$ cat src/rtl/coreriscv_axi4_client_finish_unit.sv
// ---------------------------------------------------------------------------
// coreriscv_axi4_client_finish_unit
//
// Client-side grant receiver for the TileLink network. Grant beats coming out
// of the manager network port pass straight through to the client with no
// latency. Every grant that needs acknowledgement (non-builtin types) pushes
// a finish message into a small FIFO on its last beat. The FIFO drains to the
// manager network port independently of the grant stream. A beat counter
// follows multibeat grants and flags out-of-sequence beat indices.
//
// Ports
//   clk, reset                 clock, asynchronous active-low reset
//   io_net_grant_*             grant channel from the network (valid/ready)
//   io_client_grant_*          grant payload copy towards the client
//   io_net_finish_*            finish message towards the network
//   io_beat_err                sticky beat-sequence error
//   io_busy                    multibeat in progress or finishes pending
//
// Parameters
//   FINISH_DEPTH               finish FIFO entries (power of two, >= 2)
// ---------------------------------------------------------------------------
module coreriscv_axi4_client_finish_unit #(
   parameter int FINISH_DEPTH = 2
) (
   input  logic        clk,
   input  logic        reset,

   input  logic        io_net_grant_valid,
   output logic        io_net_grant_ready,
   input  logic [1:0]  io_net_grant_bits_header_src,
   input  logic [1:0]  io_net_grant_bits_header_dst,
   input  logic [2:0]  io_net_grant_bits_payload_addr_beat,
   input  logic        io_net_grant_bits_payload_client_xact_id,
   input  logic [1:0]  io_net_grant_bits_payload_manager_xact_id,
   input  logic        io_net_grant_bits_payload_is_builtin_type,
   input  logic [3:0]  io_net_grant_bits_payload_g_type,
   input  logic [63:0] io_net_grant_bits_payload_data,

   output logic        io_client_grant_valid,
   input  logic        io_client_grant_ready,
   output logic [2:0]  io_client_grant_bits_addr_beat,
   output logic        io_client_grant_bits_client_xact_id,
   output logic [1:0]  io_client_grant_bits_manager_xact_id,
   output logic        io_client_grant_bits_is_builtin_type,
   output logic [3:0]  io_client_grant_bits_g_type,
   output logic [63:0] io_client_grant_bits_data,

   output logic        io_net_finish_valid,
   input  logic        io_net_finish_ready,
   output logic [1:0]  io_net_finish_bits_header_src,
   output logic [1:0]  io_net_finish_bits_header_dst,
   output logic [1:0]  io_net_finish_bits_payload_manager_xact_id,

   output logic        io_beat_err,
   output logic        io_busy
);

   localparam int PTR_W = $clog2(FINISH_DEPTH);
   localparam int CNT_W = PTR_W + 1;

   logic [2:0]       beat_cnt;
   logic             beat_err_q;

   // Each entry holds {src, dst, manager_xact_id} of one finish message.
   logic [5:0]       fifo_mem [FINISH_DEPTH];
   logic [PTR_W-1:0] wr_ptr;
   logic [PTR_W-1:0] rd_ptr;
   logic [CNT_W-1:0] fifo_cnt;

   logic multibeat;
   logic needs_finish;
   logic last_beat;
   logic fifo_full;
   logic fifo_empty;
   logic stall;
   logic xfer;
   logic enq;
   logic deq;

   // Grant classification: builtin type 5 and custom types 0/1 carry 8 beats.
   assign multibeat    = io_net_grant_bits_payload_is_builtin_type
                         ? (io_net_grant_bits_payload_g_type == 4'h5)
                         : (io_net_grant_bits_payload_g_type <= 4'h1);
   assign needs_finish = !io_net_grant_bits_payload_is_builtin_type;
   assign last_beat    = !multibeat | (beat_cnt == 3'd7);

   assign fifo_full  = (fifo_cnt == CNT_W'(FINISH_DEPTH));
   assign fifo_empty = (fifo_cnt == '0);

   // A beat that would need a finish slot while the FIFO is full is held off
   // entirely: the client must not see a beat the network has not released.
   // Occupancy is the current value, so a same-cycle dequeue does not help.
   assign stall = needs_finish & last_beat & fifo_full;

   assign io_client_grant_valid = io_net_grant_valid & !stall;
   assign io_net_grant_ready    = io_client_grant_ready & !stall;

   assign io_client_grant_bits_addr_beat       = io_net_grant_bits_payload_addr_beat;
   assign io_client_grant_bits_client_xact_id  = io_net_grant_bits_payload_client_xact_id;
   assign io_client_grant_bits_manager_xact_id = io_net_grant_bits_payload_manager_xact_id;
   assign io_client_grant_bits_is_builtin_type = io_net_grant_bits_payload_is_builtin_type;
   assign io_client_grant_bits_g_type          = io_net_grant_bits_payload_g_type;
   assign io_client_grant_bits_data            = io_net_grant_bits_payload_data;

   assign xfer = io_net_grant_valid & io_net_grant_ready;
   assign enq  = xfer & needs_finish & last_beat;
   assign deq  = !fifo_empty & io_net_finish_ready;

   assign io_net_finish_valid                       = !fifo_empty;
   assign io_net_finish_bits_header_src             = fifo_mem[rd_ptr][5:4];
   assign io_net_finish_bits_header_dst             = fifo_mem[rd_ptr][3:2];
   assign io_net_finish_bits_payload_manager_xact_id = fifo_mem[rd_ptr][1:0];

   assign io_beat_err = beat_err_q;
   assign io_busy     = (beat_cnt != 3'd0) | !fifo_empty;

   function automatic logic [PTR_W-1:0] next_ptr(input logic [PTR_W-1:0] ptr);
      return (ptr == PTR_W'(FINISH_DEPTH - 1)) ? '0 : ptr + PTR_W'(1);
   endfunction

   // Beat tracking: the counter, not addr_beat, drives sequencing, so a bad
   // index is flagged but never derails the burst.
   always_ff @(posedge clk or negedge reset) begin
      if (!reset) begin
         beat_cnt   <= 3'd0;
         beat_err_q <= 1'b0;
      end else if (xfer && multibeat) begin
         beat_cnt <= beat_cnt + 3'd1;
         if (io_net_grant_bits_payload_addr_beat != beat_cnt) begin
            beat_err_q <= 1'b1;
         end
      end
   end

   // FIFO pointers and occupancy. A simultaneous enqueue and dequeue leaves
   // the occupancy unchanged.
   always_ff @(posedge clk or negedge reset) begin
      if (!reset) begin
         wr_ptr   <= '0;
         rd_ptr   <= '0;
         fifo_cnt <= '0;
      end else begin
         if (enq) begin
            wr_ptr <= next_ptr(wr_ptr);
         end
         if (deq) begin
            rd_ptr <= next_ptr(rd_ptr);
         end
         case ({enq, deq})
            2'b10:   fifo_cnt <= fifo_cnt + CNT_W'(1);
            2'b01:   fifo_cnt <= fifo_cnt - CNT_W'(1);
            default: fifo_cnt <= fifo_cnt;
         endcase
      end
   end

   // Finish payload storage: the finish is addressed back to the manager, so
   // the grant's source and destination swap roles.
   always_ff @(posedge clk) begin
      if (enq) begin
         fifo_mem[wr_ptr] <= {io_net_grant_bits_header_dst,
                              io_net_grant_bits_header_src,
                              io_net_grant_bits_payload_manager_xact_id};
      end
   end

endmodule

$ cat config.mk
export PLATFORM = sky130hd
export DESIGN_NAME = coreriscv_axi4_client_finish_unit
export DESIGN_NICKNAME = d
export VERILOG_FILES = /design/src/rtl/coreriscv_axi4_client_finish_unit.sv
export SDC_FILE = /design/constraint.sdc
export NUM_CORES = 1
export LEC_CHECK = 0
export ABC_AREA = 1
export BUFFER_PORTS_ARGS = -buffer_cell sky130_fd_sc_hd__buf_2
export CAP_MARGIN = 20
export CORE_ASPECT_RATIO = 1.1
export CORE_UTILIZATION = 31
export CTS_BUF_LIST = sky130_fd_sc_hd__clkbuf_16
export DETAILED_ROUTE_END_ITERATION = 16
export GPL_TIMING_DRIVEN = 0
export PLACE_DENSITY = 0.8
export SYNTH_ARGS = -nofsm -noshare
export SYNTH_HDL_FRONTEND = slang
export SYNTH_SLANG_ARGS = --single-unit
$ cat constraint.sdc
create_clock -name clk -period 5.9 [get_ports clk]
set_input_delay 1.18 -clock clk [delete_from_list [all_inputs] [get_ports clk]]
set_output_delay 1.18 -clock clk [all_outputs]
set_load 0.02 [all_outputs]
## Yosys cells after proc, flatten, opt, wreduce, memory -nomap -nowiden

Memory sizes are Yosys's and may differ from the RTL's.
Index checks and enable logic that the tools add are counted.

| operators by class | value |
|---|---|
| reduce and logical (&&, ||, !) cells | 9 |
| order comparisons | 1 |
| equality and inequality tests | 6 |
| multiplexer cells | 6 |
| bitwise operators | 10 |
| $add $sub $neg | 5 |

Operator list:

| cell | number |
|---|---|
| $and 1x1->1 | 8 |
| $mux 1 | 5 |
| $eq 2x2->1 const B | 2 |
| $eq 4x3->1 const B | 1 |
| $le 4x1->1 const B | 1 |
| $logic_not 1->1 | 4 |
| $pmux 2 s2 | 1 |
| $add 3x1->3 const B | 1 |
| $eq 3x3->1 const B | 1 |
| $ne 3x3->1 | 1 |
| $reduce_bool 3->1 | 1 |
| $add 1x1->1 const B | 2 |
| $add 2x1->2 const B | 1 |
| $eq 2x1->1 const B | 1 |
| $logic_not 2->1 | 1 |
| $or 1x1->1 | 2 |
| $reduce_and 2->1 | 1 |
| $reduce_bool 2->1 | 1 |
| $sub 2x1->2 const B | 1 |
| $logic_and 1x1->1 | 1 |

| word-level totals | value |
|---|---|
| logic and storage cells | 43 |
| input port bits | 84 |
| bits in registers | 8 |
| bits in writable memories | 12 |
| memories | 1 |
| output and inout port bits | 86 |

Memory list:

| name | words | width | rd ports | clocked after Yosys merged registers in | write ports | RTL line | text |
|---|---|---|---|---|---|---|---|
| fifo_mem | 2 | 6 | 1 | 0 | 1 | 65 | `logic [5:0] fifo_mem [FINISH_DEPTH];` |

## Longest topological paths before layout

Gate-level depths: netlist of the first run.

| logic depth | value |
|---|---|
| depth in word-level cells | 13 |
| mapped depth | 11 |
| gate-level depth less buffers | 11 |

## Worst setup path before layout of the first run

No wires, ideal clock.

| timing path | value |
|---|---|
| kind | input-to-output |
| start point | input io_net_grant_bits_payload_g_type[1] |
| end point | output io_client_grant_valid |
| arrival time | 1.660 ns |
| stages | 5 |
| setup slack | 3.060 ns |
| required time | 4.720 ns |
| buffers on the path | 0 |
| cells stage by stage | nor2_4 -> nand3_2 -> nand3_4 -> nand2_1 -> inv_1 |

| between the ends | value |
|---|---|
| cells in the longest elaborated chain, start to end | 8 |
| elaborated cells on any way between the ends | 9 |
| those cells by class | order compare (1); eq/ne (1); mux (1); bitwise (4); reduce/logical (2) |

Ends and longest elaborated chain:

| what | RTL line | text |
|---|---|---|
| start: declaration | 36 | `input logic [3:0] io_net_grant_bits_payload_g_type,` |
| $le 4x1->1 / $eq 4x3->1 (equally long branches) | 83, 82 |  |
| $mux 1 * | 82 | `? (io_net_grant_bits_payload_g_type == 4'h5)` |
| $logic_not 1->1 * | 85 | `assign last_beat = !multibeat \| (beat_cnt == 3'd7);` |
| $or 1x1->1 * | 85 |  |
| $and 1x1->1 * (2 in a row) | 93 | `assign stall = needs_finish & last_beat & fifo_full;` |
| $logic_not 1->1 * | 95 | `assign io_client_grant_valid = io_net_grant_valid & !stall;` |
| $and 1x1->1 * | 95 |  |
| end: declaration | 39 | `output logic io_client_grant_valid,` |

Every way passes the cells marked *; elsewhere a longest branch is shown, timed or not.

## Worst setup path after layout of the first run

| timing path | value |
|---|---|
| start point | input io_net_grant_bits_payload_is_builtin_type |
| end point | output io_client_grant_valid |

| between the ends | value |
|---|---|
| cells in the longest elaborated chain, start to end | 7 |
| elaborated cells on any way between the ends | 8 |
| those cells by class | mux (1); bitwise (4); reduce/logical (3) |

Ends and longest elaborated chain:

| what | RTL line | text |
|---|---|---|
| start: declaration | 35 | `input logic io_net_grant_bits_payload_is_builtin_type,` |
| $mux 1 | 82 |  |
| $logic_not 1->1 | 85 |  |
| $or 1x1->1 | 85 |  |
| $and 1x1->1 * (2 in a row) | 93 |  |
| $logic_not 1->1 * | 95 |  |
| $and 1x1->1 * | 95 |  |

Marks and branches as above.

==> metrics.cfg, run 1 <==
[place]
place.gp.congestion=0.714
hpwl_microns=3860
numPortBuffers=104

[timing]
min_period_over_period_pct=51.9
finClkSkew_ps=4.66
fin_setup_tns_ps=0
relSlewSlack_pct=64.6
rsz0062_at_grt=no
fmax_ghz=0.327
holdWs_ps=479
tightestPinTransition_ps=529
setup-violations-final=0
period_minus_slack_ps=3060
maxSlewViolCount=0
hold_violations=0

[synthesis]
synth_edf_count=12
ys_ff_latch=20
synth_top_cell_by_area=buf_4
synth_top_area_share_pct=35.7
yosys_warnings=0
netlist_area_sq_um=1580
synth_ff_type=edfxtp_1
synthCells=174
seq_area_frac_synth_pct=35.5
async_reset_ff_share_pct=40.0
synth_cell_type_count=21
synth_nets=262
post_synth.cell_area_avg_sq_um=9.07
synth_area_leaders=buf_4 (36%), edfxtp_1 (23%), dfrtp_1 (13%)

[finish]
multi_input_comb_area_sq_um=398
final.fill_count=462
final_layout_size_suffix_gt1_share_pct=69.5
area_growth_pct=43.8
utilization_pct=47.4
seqCellArea_sq_um=561
diodes=0
fin_nets=371

[route]
wl_per_cell_microns=12.5
viasPerCell=4.13
drtIter0Drc=14
vias=1395
wirelength_microns=4230
dr.pass1.iters=4
ant_nets=0
drc=0

[die]
die_w_microns=70.0
row_count=26
ioPinCount=170
die-area_sq_um=5380
core_sq_um=4780
initial_utilization_pct=33.0
fp.dieH_microns=76.8

[clock_tree]
postCtsSetupRepairBufs=0
cts_sinks=20
clk_path_buf_depth=2
numCtsBuffers=3
ctsHoldBuffers=0
ctsResizeCount=0
clk_latency_ps=260
htreeDepth=1
clockRootBuffer=clkbuf_16
cts_tree=yes
clk_pin_slew_ps=60

[power]
vdd_drop_max_uv=273
p_per_area_nw_per_um2=290
p_leak_nw=1.30

[worst_setup_path]
crit_type=input port to output pin
r2r_cells=11
regToRegEndpoint=fifo_cnt[1]
arrival_ps=1880
worst-path-buf-inv=4
reg2reg_from=beat_cnt[0]
worstPathRequired_ps=4720
cp_cell_sequence=buf_2 -> inv_2 -> nand2_2 -> nand3_2 -> nand3_4 -> nand2_1 -> inv_1 -> buf_2
critPathTopFamily=buffers and inverters
end_kind=output pin
crit_top_cell=buf_2
r2r_setup_slack_ps=3930
cpMaxStageDelayCell=buf_2
worstSetupStartpointType=input port
worst-path-max-fanout=4
cp_slowest_stage_delay_ps=140

[global_routing]
grt-ovfl-total=0
grt_max_degree=13
antenna_found_initial=0
grt_pass1_vias=1333
track_usage_pct=15.6
grt_pass1_wl_microns=6540

[min_path]
hold-path-cell-count=1
worstHoldEndpoint=io_beat_err
hp-start=io_beat_err
hold_class=register to register

[run]
maxCapViolCount=0

[status]
status=complete, no violations

[routing by layer]
metal / part of all wire, % / up-vias / track usage, %
li1: - / 680 / -
met1: 37 / 634 / 17.9
met2: 54 / 78 / 29.0
met3: 7.8 / 3 / 3.55
met4: 0.87 / 0 / 3.60
met5: 0 / - / 0
[cells in the mapped netlist (2+ instances only)]
| library cell | count |
|---|---|
| a21oi_1 | 2 |
| buf_4 | 75 |
| dfrtp_1 | 8 |
| edfxtp_1 | 12 |
| ha_1 | 4 |
| inv_1 | 14 |
| nand2_1 | 35 |
| nand3_4 | 2 |
| nand4_2 | 2 |
| nor2_1 | 2 |
| nor2_2 | 3 |
| nor2_4 | 2 |
| xor2_1 | 5 |
[kinds of logic (layout without fill, tap and decap cells)]
| kind of cell | Yosys count | in the layout | synth area share (%) |
|---|---|---|---|
| DFF | 20 | 20 | 35.5 |
| AOI/OAI and AO/OA | 4 | 4 | 1.67 |
| and+or+nand+nor | 50 | 50 | 17.1 |
| buffers and inverters | 90 | 198 | 39.3 |
| adders and majority gates | 4 | 4 | 3.17 |
| xor gates and xnor gates | 6 | 6 | 3.33 |
[state kept, by name (all words and copies together) (netlist names)]
register	flops
beat_cnt	3
fifo_cnt	2
fifo_mem	12
io_beat_err	1
rd_ptr	1
wr_ptr	1
[worst reg2reg max path, cell delays in order, from the launching register on]
cell	delay, ps
dfrtp_1	420
ha_1	220
ha_1	170
inv_1	60
nand3_2	100
nand2_1	110
inv_1	60
nand4_2	80
ha_1	260
a21oi_1	120
o21ai_0	110
xor2_1	150
[power by group]
group / switching, mW / internal [mW] / total [mW]
Clock: 0.0506 / 0.118 / 0.168
Sequential: 0.0259 / 0.178 / 0.203
Combinational: 0.170 / 0.117 / 0.287
Total: 0.246 / 0.412 / 0.659
[final cells by class]
| type | count | area share, % |
|---|---|---|
| well taps | 56 | 3.09 |
| multi-input cells | 64 | 17.5 |
| flip-flops and latches | 20 | 24.7 |
| plain buffers | 75 | 24.8 |
| clock buffers | 4 | 4.41 |
| inverters | 15 | 2.48 |
| repair buffers | 104 | 22.9 |
[cells in the final DEF, fill, tap and decap left out, types with 3 or more instances in the layout]
cell	synthesis	layout
nor2_2	3	3
inv_1	14	14
buf_4	75	75
nand2_1	35	35
clkbuf_16	0	4
ha_1	4	4
xor2_1	5	5
edfxtp_1	12	12
dfrtp_1	8	8
buf_2	0	104
[stage by stage]
step | power, mW | area (sq um) | std cells | worst slack [ps]
after floorplan | 0.408 | 1580 | 174 | 3060
after global placement | 0.489 | 2170 | 334 | 2840
after detailed placement | 0.497 | 2170 | 334 | 2830
after CTS | 0.668 | 2270 | 338 | 2830
after global routing | 0.703 | 2270 | 338 | 2760
final | 0.659 | 2270 | 338 | 2840
[how the worst max path moves through the flow]
stage	start	endpoint	cells past startpoint
floorplan	io_net_grant_bits_payload_g_type[1]	io_client_grant_valid	5
global placement	io_net_grant_bits_payload_is_builtin_type	io_net_grant_ready	8
detailed placement	io_net_grant_bits_payload_is_builtin_type	io_client_grant_valid	8
CTS	io_net_grant_bits_payload_is_builtin_type	io_client_grant_valid	8
global route	io_net_grant_bits_payload_is_builtin_type	io_client_grant_valid	8
finish	io_net_grant_bits_payload_is_builtin_type	io_client_grant_valid	8
Note: power is estimated with default switching activity, not from simulation.
==> run 2: changes to the inputs <==
PLACE_DENSITY = 0.83   (was 0.8)
clock period = 2.8 ns   (was 5.9 ns; I/O delays follow)
==> run 2 against run 1 <==
Clock power up 69%. Sequential power up 110%. Final cell count unchanged. Critical path type is now register to output pin. Critical endpoint is now io_net_grant_ready.
==> metrics.cfg, run 2 (synthesized netlist as in run 1, its figures left out) <==
[status]
status=complete, no violations

[die]
die_w_microns=70.0
fp.dieH_microns=76.8
die-area_sq_um=5380
core_sq_um=4780
initial_utilization_pct=33.0
row_count=26
ioPinCount=170

[worst_setup_path]
worstPathRequired_ps=2240
end_kind=output pin
r2r_setup_slack_ps=790
critPathTopFamily=flip-flops
cp_cell_sequence=ha_1 -> ha_1 -> inv_1 -> nand3_2 -> nand3_4 -> nand2_1 -> inv_1 -> buf_2
cpMaxStageDelayCell=dfrtp_1
cp_slowest_stage_delay_ps=430
worst-path-buf-inv=3
reg2reg_from=beat_cnt[0]
arrival_ps=1590
worst-path-max-fanout=4
regToRegEndpoint=fifo_cnt[1]
worstSetupStartpointType=register
r2r_cells=11
worst-path-stages=8
cp-endpoint=io_net_grant_ready
crit_type=register to output pin
worstSetupStartpoint=beat_cnt[0]

[clock_tree]
postCtsSetupRepairBufs=0
ctsHoldBuffers=0
htreeDepth=1
numCtsBuffers=3
clk_latency_ps=250
cts_tree=yes
clk_pin_slew_ps=60
clk_path_buf_depth=2
clockRootBuffer=clkbuf_16
ctsResizeCount=0
cts_sinks=20

[route]
wirelength_microns=4450
dr.pass1.iters=4
viasPerCell=4.14
drc=0
ant_nets=0
drtIter0Drc=8
vias=1398
wl_per_cell_microns=13.2

[finish]
top_regs=fifo_mem (12), beat_cnt (3), fifo_cnt (2)
largest_reg_flops=12
final_cell_mix=buf_2 (104), buf_4 (75), nand2_1 (35)
top_register=fifo_mem
fin_cells=338
final_layout_size_suffix_gt1_share_pct=69.1
diodes=0
final_common_cell=buf_2
area_growth_pct=42.4
fin_nets=371
utilization_pct=47.0

[timing]
finClkSkew_ps=5.56
fin_setup_tns_ps=0
maxSlewViolCount=0
rsz0062_at_grt=no
hold_violations=0
min_period_over_period_pct=76.7
period_minus_slack_ps=2150
fmax_ghz=0.466
setup_slack_ps=654
tightestPinTransition_ps=533
setup-violations-final=0
relSlewSlack_pct=64.4

[global_routing]
grt-ovfl-total=0
grt_max_degree=12
track_usage_pct=15.6
grt_pass1_vias=1380
grt_pass1_wl_microns=6590
antenna_found_initial=0

[power]
vdd_drop_max_uv=341
p_per_area_nw_per_um2=589
p_leak_nw=1.29

[min_path]
hold_class=input port to async pin

[run]
maxCapViolCount=0

[place]
place.gp.congestion=0.734
dp_cells=334
hpwl_microns=4120
numPortBuffers=104
place_ws_ps=768

run 2: cell types whose count changed in the layout (fill, tap and decap cells not counted), sizes merged:
cell,previous run,this run
inv,15,16
clkbuf,4,3
run 2: layout make-up:
type	count	area, sq um
buffer	75	563
inverter	15	56.3
multi-input combinational	64	398
clock inverter	1	3.75
timing repair buffer	104	520
fill	469	2530
clock buffer	3	75.1
tap	56	70.1
sequential	20	561
run 2: metal layers:
layer | global-route usage [%] | share of wire [%]
met5 | 0 | 0
met4 | 2.00 | 0.61
met3 | 2.89 | 6.9
met2 | 30.4 | 54
met1 | 17.7 | 39
run 2: worst min path at each step:
| stage | slack (ps) | start | endpoint |
|---|---|---|---|
| 5_1_grt | 150 | reset | wr_ptr |
| 3_3_place_gp | 410 | reset | wr_ptr |
| 2_1_floorplan | 260 | reset | beat_cnt[0] |
| 6_report | 140 | reset | wr_ptr |
| 3_5_place_dp | 410 | reset | wr_ptr |
| 4_1_cts | 150 | reset | wr_ptr |
run 2: through the flow:
stage | hold WS [ps] | total power, mW | cell area [sq um]
3_3_place_gp | 413 | 1.03 | 2170
4_1_cts | 148 | 1.34 | 2250
3_5_place_dp | 412 | 1.05 | 2170
2_1_floorplan | 264 | 0.859 | 1580
6_report | 144 | 1.32 | 2250
5_1_grt | 152 | 1.41 | 2250
run 2: power by group:
group	total [mW]	internal [mW]	switching, mW
Combinational	0.607	0.247	0.361
Sequential	0.432	0.374	0.0579
Clock	0.284	0.190	0.0941
run 2: worst reg2reg max path: cells and delay by family, from the launching register on:
kind                       cells  cell delay [ps]
and+or+nand+nor                3              290
AOI/OAI and AO/OA              2              230
buffers and inverters          2              120
xor gates and xnor gates       1              160
adders and majority gates      3              650
DFF                            1              430
